File: config.mk
export PLATFORM = sky130hd
export DESIGN_NAME = l2_request_arbiter
export DESIGN_NICKNAME = d
export VERILOG_FILES = /design/src/rtl/l2_request_arbiter.sv
export SDC_FILE = /design/constraint.sdc
export NUM_CORES = 1
export LEC_CHECK = 0
export CORE_AREA = 2 2 105 107
export CTS_BUF_LIST = sky130_fd_sc_hd__clkbuf_4
export CTS_CLUSTER_SIZE = 30
export DETAILED_ROUTE_END_ITERATION = 8
export DIE_AREA = 0 0 107 109
export PLACE_DENSITY = 0.58
export SYNTH_ARGS = -nofsm -noshare
export SYNTH_HDL_FRONTEND = slang
export SYNTH_SLANG_ARGS = --single-unit
export TNS_END_PERCENT = 10
File: constraint.sdc
create_clock -name clk -period 1.9 [get_ports clk]
set_input_delay 0.57 -clock clk [delete_from_list [all_inputs] [get_ports clk]]
set_output_delay 0.57 -clock clk [all_outputs]
set_load 0.02 [all_outputs]
File: src/rtl/l2_request_arbiter.sv
// rtl/l2_request_arbiter.sv - two-port (icache/dcache) round-robin arbiter with burst-locked grant onto one L2 request port
//
// Optional feature macro: XENTRY_L2ARB_STATS_EN (grant/contention statistics counters and their ports).
//
// Ports:
//   clk, reset (sync, active-low)
//   ic_req_*   : icache request (address, type, valid) and response (fetched_word, fulfilled)
//   dc_req_*   : dcache request (address, type, valid, word_to_store) and response
//   l2_req_*   : shared L2 request (address, type, valid, word_to_store) and response
//   ic_grant_count, dc_grant_count, contention_cycles : statistics (only with XENTRY_L2ARB_STATS_EN)
module l2_request_arbiter #(
  parameter int XLEN        = 32,
  parameter int STATS_WIDTH = 32,
  parameter int OP_WIDTH    = 2
) (
  input  logic                   clk,
  input  logic                   reset,
  input  logic [XLEN-1:0]        ic_req_address,
  input  logic [OP_WIDTH-1:0]    ic_req_type,
  input  logic                   ic_req_valid,
  output logic [XLEN-1:0]        ic_fetched_word,
  output logic                   ic_req_fulfilled,
  input  logic [XLEN-1:0]        dc_req_address,
  input  logic [OP_WIDTH-1:0]    dc_req_type,
  input  logic                   dc_req_valid,
  input  logic [XLEN-1:0]        dc_word_to_store,
  output logic [XLEN-1:0]        dc_fetched_word,
  output logic                   dc_req_fulfilled,
  output logic [XLEN-1:0]        l2_req_address,
  output logic [OP_WIDTH-1:0]    l2_req_type,
  output logic                   l2_req_valid,
  output logic [XLEN-1:0]        l2_word_to_store,
  input  logic [XLEN-1:0]        l2_fetched_word,
  input  logic                   l2_req_fulfilled
`ifdef XENTRY_L2ARB_STATS_EN
  ,
  output logic [STATS_WIDTH-1:0] ic_grant_count,
  output logic [STATS_WIDTH-1:0] dc_grant_count,
  output logic [STATS_WIDTH-1:0] contention_cycles
`endif
);

  typedef enum logic [1:0] {
    IDLE     = 2'd0,
    GRANT_IC = 2'd1,
    GRANT_DC = 2'd2
  } state_e;

  state_e r_state;
  state_e w_next_state;
  // 1 = dcache was the most recent winner; reset value makes the icache win the first tie
  logic   r_last_dc;
  logic   w_enter_ic;
  logic   w_enter_dc;

  always_ff @(posedge clk) begin
    if (!reset) begin
      r_state   <= IDLE;
      r_last_dc <= 1'b1;
    end else begin
      r_state <= w_next_state;
      if (w_enter_ic) begin
        r_last_dc <= 1'b0;
      end else if (w_enter_dc) begin
        r_last_dc <= 1'b1;
      end
    end
  end

  always_comb begin
    w_next_state = r_state;
    case (r_state)
      IDLE: begin
        if (ic_req_valid && dc_req_valid) begin
          w_next_state = r_last_dc ? GRANT_IC : GRANT_DC;
        end else if (ic_req_valid) begin
          w_next_state = GRANT_IC;
        end else if (dc_req_valid) begin
          w_next_state = GRANT_DC;
        end
      end
      // Owner keeps the port while it holds valid; on release hand off directly if the other side waits.
      GRANT_IC: begin
        if (!ic_req_valid) begin
          w_next_state = dc_req_valid ? GRANT_DC : IDLE;
        end
      end
      GRANT_DC: begin
        if (!dc_req_valid) begin
          w_next_state = ic_req_valid ? GRANT_IC : IDLE;
        end
      end
      default: w_next_state = IDLE;
    endcase
  end

  assign w_enter_ic = (w_next_state == GRANT_IC) && (r_state != GRANT_IC);
  assign w_enter_dc = (w_next_state == GRANT_DC) && (r_state != GRANT_DC);

  always_comb begin
    l2_req_address   = '0;
    l2_req_type      = '0;
    l2_req_valid     = 1'b0;
    l2_word_to_store = '0;
    ic_req_fulfilled = 1'b0;
    dc_req_fulfilled = 1'b0;
    case (r_state)
      GRANT_IC: begin
        l2_req_address   = ic_req_address;
        l2_req_type      = ic_req_type;
        l2_req_valid     = ic_req_valid;
        ic_req_fulfilled = l2_req_fulfilled;
      end
      GRANT_DC: begin
        l2_req_address   = dc_req_address;
        l2_req_type      = dc_req_type;
        l2_req_valid     = dc_req_valid;
        l2_word_to_store = dc_word_to_store;
        dc_req_fulfilled = l2_req_fulfilled;
      end
      default: ;
    endcase
    // Reset kills the handshake immediately so an interrupted burst never reports completion.
    if (!reset) begin
      l2_req_valid     = 1'b0;
      ic_req_fulfilled = 1'b0;
      dc_req_fulfilled = 1'b0;
    end
  end

  assign ic_fetched_word = l2_fetched_word;
  assign dc_fetched_word = l2_fetched_word;

`ifdef XENTRY_L2ARB_STATS_EN
  logic [STATS_WIDTH-1:0] r_ic_grant_count;
  logic [STATS_WIDTH-1:0] r_dc_grant_count;
  logic [STATS_WIDTH-1:0] r_contention_cycles;
  logic                   w_contention;

  assign w_contention = ((r_state == GRANT_IC) && dc_req_valid)
                     || ((r_state == GRANT_DC) && ic_req_valid)
                     || ((r_state == IDLE) && ic_req_valid && dc_req_valid);

  always_ff @(posedge clk) begin
    if (!reset) begin
      r_ic_grant_count    <= '0;
      r_dc_grant_count    <= '0;
      r_contention_cycles <= '0;
    end else begin
      if (w_enter_ic && (r_ic_grant_count != '1)) begin
        r_ic_grant_count <= r_ic_grant_count + STATS_WIDTH'(1);
      end
      if (w_enter_dc && (r_dc_grant_count != '1)) begin
        r_dc_grant_count <= r_dc_grant_count + STATS_WIDTH'(1);
      end
      if (w_contention && (r_contention_cycles != '1)) begin
        r_contention_cycles <= r_contention_cycles + STATS_WIDTH'(1);
      end
    end
  end

  assign ic_grant_count    = r_ic_grant_count;
  assign dc_grant_count    = r_dc_grant_count;
  assign contention_cycles = r_contention_cycles;
`endif

endmodule
==> results of run 1 <==
## cells in the mapped netlist, drive strengths merged
cell type	count
buf	70
nor2b	36
a22oi	35
and2	32
clkbuf	8
ha	5
and3	4
nand2	4
nor2	4
dfxtp	3
inv	3
nand2b	2
a21oi	1
a221o	1
a32oi	1
mux2	1
mux2i	1
nor3	1
o21ai	1
o31ai	1
o41ai	1
## stage by stage
step / util [%] / TNS, ps / std cells
6_report: 32.1 / -7660 / 485
5_1_grt: 32.1 / -11120 / 485
3_5_place_dp: 29.2 / -32330 / 468
2_1_floorplan: - / -1470 / 215
3_3_place_gp: 29.2 / -31940 / 468
4_1_cts: 31.5 / -8910 / 485
## metal layers
layer  track usage [%]  up-vias  wire, µm
met4              2.23        0        60
met2              22.2       63      4030
met5                 0        -         0
met1              14.2      878      2980
met3              2.45        9       509
li1                  -      921         -
## cell families after synthesis
| logic type | share of synthesized area [%] |
|---|---|
| muxes | 1.66 |
| and+or+nand+nor | 33.2 |
| AOI/OAI and AO/OA | 20.4 |
| buffers and inverters | 36.6 |
| DFF | 3.99 |
| adders and majority gates | 4.16 |
## worst max-delay path by stage
stage	end	start	slack [ps]
after floorplan	l2_req_address[1]	r_state[0]	-80
after global placement	l2_req_valid	reset	-540
after detailed placement	dc_req_fulfilled	reset	-540
after CTS	l2_req_address[11]	r_state[0]	-240
after global routing	l2_req_address[11]	r_state[0]	-280
final	l2_req_address[11]	r_state[0]	-210
## tightest hold or removal path: stages (launching register included)
cell and delay (ps):
dfxtp_1 310, inv_1 80, a32oi_1 90
## area by class of cell
type,count,area (µm²)
Clock buffer,4,30.0
Fill cell,1127,7200
Inverter,3,13.8
Multi-Input combinational cell,131,1140
Sequential cell,3,65.1
Tap cell,140,175
Timing Repair Buffer,204,1980
## what timing repair did
action                                  4_1_cts  5_1_grt
resized for setup                           371       24
endpoints found under the setup margin       69       71
setup buffers                                 8        1
hold endpoints to repair                      0        0
cloned                                        5        0
pin swaps                                    10       17
## power groups by stage
stage | clock (W) | sequential [W] | combinational, W
global route | 0.000132 | 0.000112 | 0.00231
detailed placement | 0 | 0.0000997 | 0.00176
floorplan | 0 | 0.000100 | 0.00104
CTS | 0.000130 | 0.000108 | 0.00215
finish | 0.000123 | 0.000108 | 0.00215
global placement | 0 | 0.0000991 | 0.00174
## sequential cells by signal (all words and copies together) (netlist names)
register	flops
r_state	2
r_last_dc	1
==> run metrics, run 1 <==
routed length per instance=15.6 µm; CP endpoint kind=output port; worst-skew pair later-pin latency=between 200 and 250 ps; leading area contributor after synthesis=buf_4; P&R area growth vs syn=126%; RR Startpoint=r_state[1]; Worst-Margin Slew=355 ps; Slowest-stage cell, CP=dfxtp_4; Starting Density=14.2%; Worst Hold Launch=r_last_dc; Vert. Die Dim=109 µm; Root Buffer=clkbuf_4; H-tree depth=1; DP Wirelength=5070 µm; vias in the first global route=about 1900; worst hold path type=reg -> reg; Syn. warnings=0; Sequential Power Share=4.5%; Yosys reg bits=3; synth unique cells=24; Synth Instances=215; clk_skew=1.77 ps; DR iter-0 viols=80; CP Buf/Inv Count=5; Residual DRC=0; Worst VDD drop=0.000343 V; WL final=7580 µm; overall power=roughly 0.0024 W; Place WS=-542 ps; Switching Power=0.00102 W; DR pass1 iterations=4; vias per cell=3.86; CP max stage delay=350 ps; core area=0.0106 mm²; Ports=270; largest net degree at the start of global routing=22; Die X=107 µm; CP Data Arrival Time=between 1500 and 2000 ps; Worst Hold End=r_last_dc; Gate power share=90.3%; die area=0.0117 mm²; critical path type=reg -> out; part of the cycle the worst path needs=111%; Worst Reg-to-Reg Cells=8; most frequent cell on the critical path=buf_6; Clock Sinks=3; most frequent cells in the layout=clkdlybuf4s50_1, buf_2, a22oi_2, buf_4, and2_1; failing checks=setup timing; hold path cells=2; CTS tree=done; first-pass GRT wire length=11000 µm; Max Clk Rate=0.473 GHz; Slew headroom=between 70% and 80%; NumNets Final=~490; initial antenna violation count=0; gpl congestion=between 0.8 and 0.9; reg2reg end=r_last_dc; share of cells above drive strength 1=47.0%; Avg Synthesized Cell Area=7.00 µm²; area share of the largest cell type after synthesis=31.9%; top cells by area, synth=buf_4, a22oi_1, nor2b_1; Setup Viol. Count Final=68; Worst Setup Start Kind=register; setup ws final=-215 ps; Cell Area, Placed=0.00310 mm²; crit path max fanout=8; Slew Limit Fails=0; Leak=1.41 nW; clock network power share=about 5.2%; Worst-path clk slew=30 ps; hold buffer count at cts=0; antenna cell count=0; Stages on worst setup path=8; most common cell after layout, fill and taps aside=clkdlybuf4s50_1; sequential area share after synthesis=3.99%; I/O Buffers=173; Finished Cell Area=0.00340 mm²; Power Dens Cells=700 mW/mm²; total gr overflow=0; CP Cell Sequence=buf_6 > ha_4 > buf_12 > buf_12 > buf_6 > a22oi_2 > nor2b_2 > buf_6; TritonCTS Buffers=3; RSZ-0062 raised after global routing=true; final hold vios=0; maxcap violations=0; Post-Syn Area=0.00151 mm²; Clock Tree Buf Depth=2; vias=around 1900; CP required=between 1000 and 1500 ps; P_int=0.00137 W; critical path's top delay family=buffers and inverters; number of nets with antenna violations after routing=0; r2r setup slk=between 200 and 250 ps; switching share of power=between 40% and 50%; min cycle time layout=approximately 2100 ps; All-Layer GR Usage=a little under an eighth; Mapped Nets=357; Core Rows=38; Fin Hold WS=533 ps; status=finished with violations
No activity file was read; power rests on OpenSTA's default activity.
==> run 2, diff against run 1 <==
--- a/config.mk
+++ b/config.mk
@@ -10,7 +10,7 @@
 export CTS_CLUSTER_SIZE = 30
 export DETAILED_ROUTE_END_ITERATION = 8
 export DIE_AREA = 0 0 107 109
-export PLACE_DENSITY = 0.58
+export PLACE_DENSITY_LB_ADDON = 0.3
 export SYNTH_ARGS = -nofsm -noshare
 export SYNTH_HDL_FRONTEND = slang
 export SYNTH_SLANG_ARGS = --single-unit
==> constraint.sdc (replaced) <==
create_clock -name clk -period 1.9 [get_ports clk]
set_input_delay 0.38 -clock clk [delete_from_list [all_inputs] [get_ports clk]]
set_output_delay 0.38 -clock clk [all_outputs]
set_load 0.02 [all_outputs]
==> run 2 against run 1 <==
- via count is 6.3% lower
- global-route usage is 1.9 points lower
- cell count is 3.5% lower
- flip-flop and latch count stayed put
- register-to-register slack better by 150 ps
- clock skew is 0.64 ps higher
- the flow now finishes without violations
- hold slack worse by 29 ps
- utilization is 4.5 points lower
- sequential share of layout area is 0.40 points higher
- worst setup slack better by 230 ps
==> run metrics, run 2 (synthesized netlist as in run 1, its figures left out) <==
Worst VDD drop=0.000214 V (was 0.000343 V); clk_skew=2.41 ps (was 1.77 ps); Root Buffer=clkbuf_4 (unchanged); TNS Setup=0 ps (was -7660 ps); Cell Area, Placed=0.00303 mm² (was 0.00310 mm²); DP Wirelength=4980 µm (was 5070 µm); Core Rows=38 (unchanged); final hold vios=0 (unchanged); critical path type=reg -> out (unchanged); Slew Limit Fails=0 (unchanged); most common cell after layout, fill and taps aside=clkdlybuf4s50_1 (unchanged); Starting Density=14.2% (unchanged); hold buffer count at cts=0 (unchanged); Die X=107 µm (unchanged); TritonCTS Buffers=3 (unchanged); Leak=1.20 nW (was 1.41 nW); I/O Buffers=173 (unchanged); RSZ-0062 raised after global routing=true (unchanged); Residual DRC=0 (unchanged); min cycle time layout=1880 ps (was 2110 ps); WL final=6470 µm (was 7580 µm); core area=0.0106 mm² (unchanged); NumNets Final=470 (was 488); die area=0.0117 mm² (unchanged); CP Cell Sequence=inv_2 > ha_1 > buf_12 > and2_1 > clkdlybuf4s15_2 (was buf_6 > ha_4 > buf_12 > buf_12 > buf_6 > a22oi_2 > nor2b_2 > buf_6); most frequent cells in the layout=clkdlybuf4s50_1, nor2b_1, and2_1, a22oi_1, buf_4 (was clkdlybuf4s50_1, buf_2, a22oi_2, buf_4, and2_1); largest register by flop count=r_state (unchanged); CP required=1520 ps (was 1330 ps); initial antenna violation count=0 (unchanged); register area=67.6 µm² (was 65.1 µm²); setup bufs post-CTS=0 (was 8); Slowest-stage cell, CP=dfxtp_4 (unchanged); registers with the most flip-flops=r_state x2, r_last_dc x1 (unchanged); P&R area growth vs syn=94.3% (was 126%); Max Clk Rate=0.532 GHz (was 0.473 GHz); gpl congestion=0.768 (was 0.805); Slew headroom=81.0% (was 76.0%); status=complete, no violations (was finished with violations); Ports=270 (unchanged); H-tree depth=1 (unchanged); Multi-input gate area=960 µm² (was 0.00114 mm²); routed length per instance=13.8 µm (was 15.6 µm); part of the cycle the worst path needs=99.0% (was 111%); DR pass1 iterations=4 (unchanged); DR iter-0 viols=62 (was 80); first-pass GRT wire length=9360 µm (was 11000 µm); share of cells above drive strength 1=31.2% (was 47.0%); crit path max fanout=36 (was 8); CTS tree=done (unchanged); Worst-path clk slew=40 ps (was 30 ps); total gr overflow=0 (unchanged); fin cells=468 (was 485); Clock Sinks=3 (unchanged); number of nets with antenna violations after routing=0 (unchanged); CP endpoint kind=output port (unchanged); worst hold path type=reg -> reg (unchanged); Setup Viol. Count Final=0 (was 68); Clock Tree Buf Depth=2 (unchanged); vias per cell=3.75 (was 3.86); fillcell total=1151 (was 1127); Worst-Margin Slew=282 ps (was 355 ps); Vert. Die Dim=109 µm (unchanged); vias=1754 (was 1871); maxcap violations=0 (unchanged); Finished Core Util=27.6% (was 32.1%); CP Data Arrival Time=1500 ps (was 1540 ps); Finished Cell Area=0.00293 mm² (was 0.00340 mm²); vias in the first global route=1765 (was 1938); largest net degree at the start of global routing=37 (was 22); Power Dens Cells=650 mW/mm² (was 700 mW/mm²); max reg flops=2 (unchanged); Worst Setup Start Kind=register (unchanged); CP max stage delay=350 ps (about the same); All-Layer GR Usage=10.0% (was 11.9%); Cells after DPL=462 (was 468); worst-skew pair later-pin latency=230 ps (about the same)
[run 2: cell types whose count changed in the layout (fill, tap and decap cells not counted), moves of 5 or more]
| cell | previous run | this run |
|---|---|---|
| nor2b_1 | 24 | 35 |
| clkdlybuf4s15_2 | 0 | 7 |
| and2_4 | 5 | 0 |
| and2_1 | 27 | 32 |
| clkbuf_2 | 0 | 24 |
| a22oi_1 | 6 | 29 |
| nor2b_2 | 12 | 0 |
| buf_2 | 35 | 15 |
| buf_6 | 24 | 1 |
| a22oi_2 | 29 | 6 |
[run 2: area by class of cell]
type | instances | share of cell area [%]
multi-input cells | 131 | 32.8
clock buffers | 4 | 1.03
flip-flops and latches | 3 | 2.31
well taps | 140 | 5.99
repair buffers | 186 | 57.4
diodes | 1 | 0.0855
inverters | 3 | 0.385
[run 2: repair_timing]
item / in CTS / in global routing
setup endpoints to repair: 69 / 68
gates resized for setup: 246 / 44
gates cloned: 1 / 0
endpoints found under the hold margin: 0 / 0
[run 2: where the power goes]
part	internal, W	switching [W]	total (W)
clock	0.0000930	0.0000333	0.000126
sequential	0.0000895	0.0000191	0.000109
combinational	0.000881	0.000785	0.00167
[run 2: through the flow]
| stage | hold slack [ps] | worst slack [ps] | total power (W) |
|---|---|---|---|
| global route | 566 | -66.9 | 0.00206 |
| detailed placement | 502 | -233 | 0.00174 |
| CTS | 508 | -22.0 | 0.00192 |
| floorplan | 469 | 64.4 | 0.00111 |
| finish | 504 | 18.6 | 0.00190 |
| global placement | 497 | -197 | 0.00174 |
[run 2: routing by layer]
metal	vias to the layer above	part of all wire [%]	GRT usage, %
met1	790	37	11.4
met3	13	9.9	3.95
li1	883	-	-
met2	68	51	17.3
met5	-	0	0
met4	0	1.7	3.25
[run 2: worst paths after layout]
kind / start / end / slack, ps / cells past startpoint
worst max-delay path: r_state[0] / l2_word_to_store[12] / 20 / 5
worst min-delay path: r_last_dc / r_last_dc / 500 / 2
worst max register to register: r_state[0] / r_last_dc / 360 / 7
worst min register to register: r_last_dc / r_last_dc / 500 / 2
[run 2: critical path: cells and delay by family (launching register included)]
family                   cells  cell delay (ps)
buffers and inverters        3              540
adder cells (fa/ha/maj)      1              200
flip-flops                   1              350
AND/OR/NAND/NOR              1              170
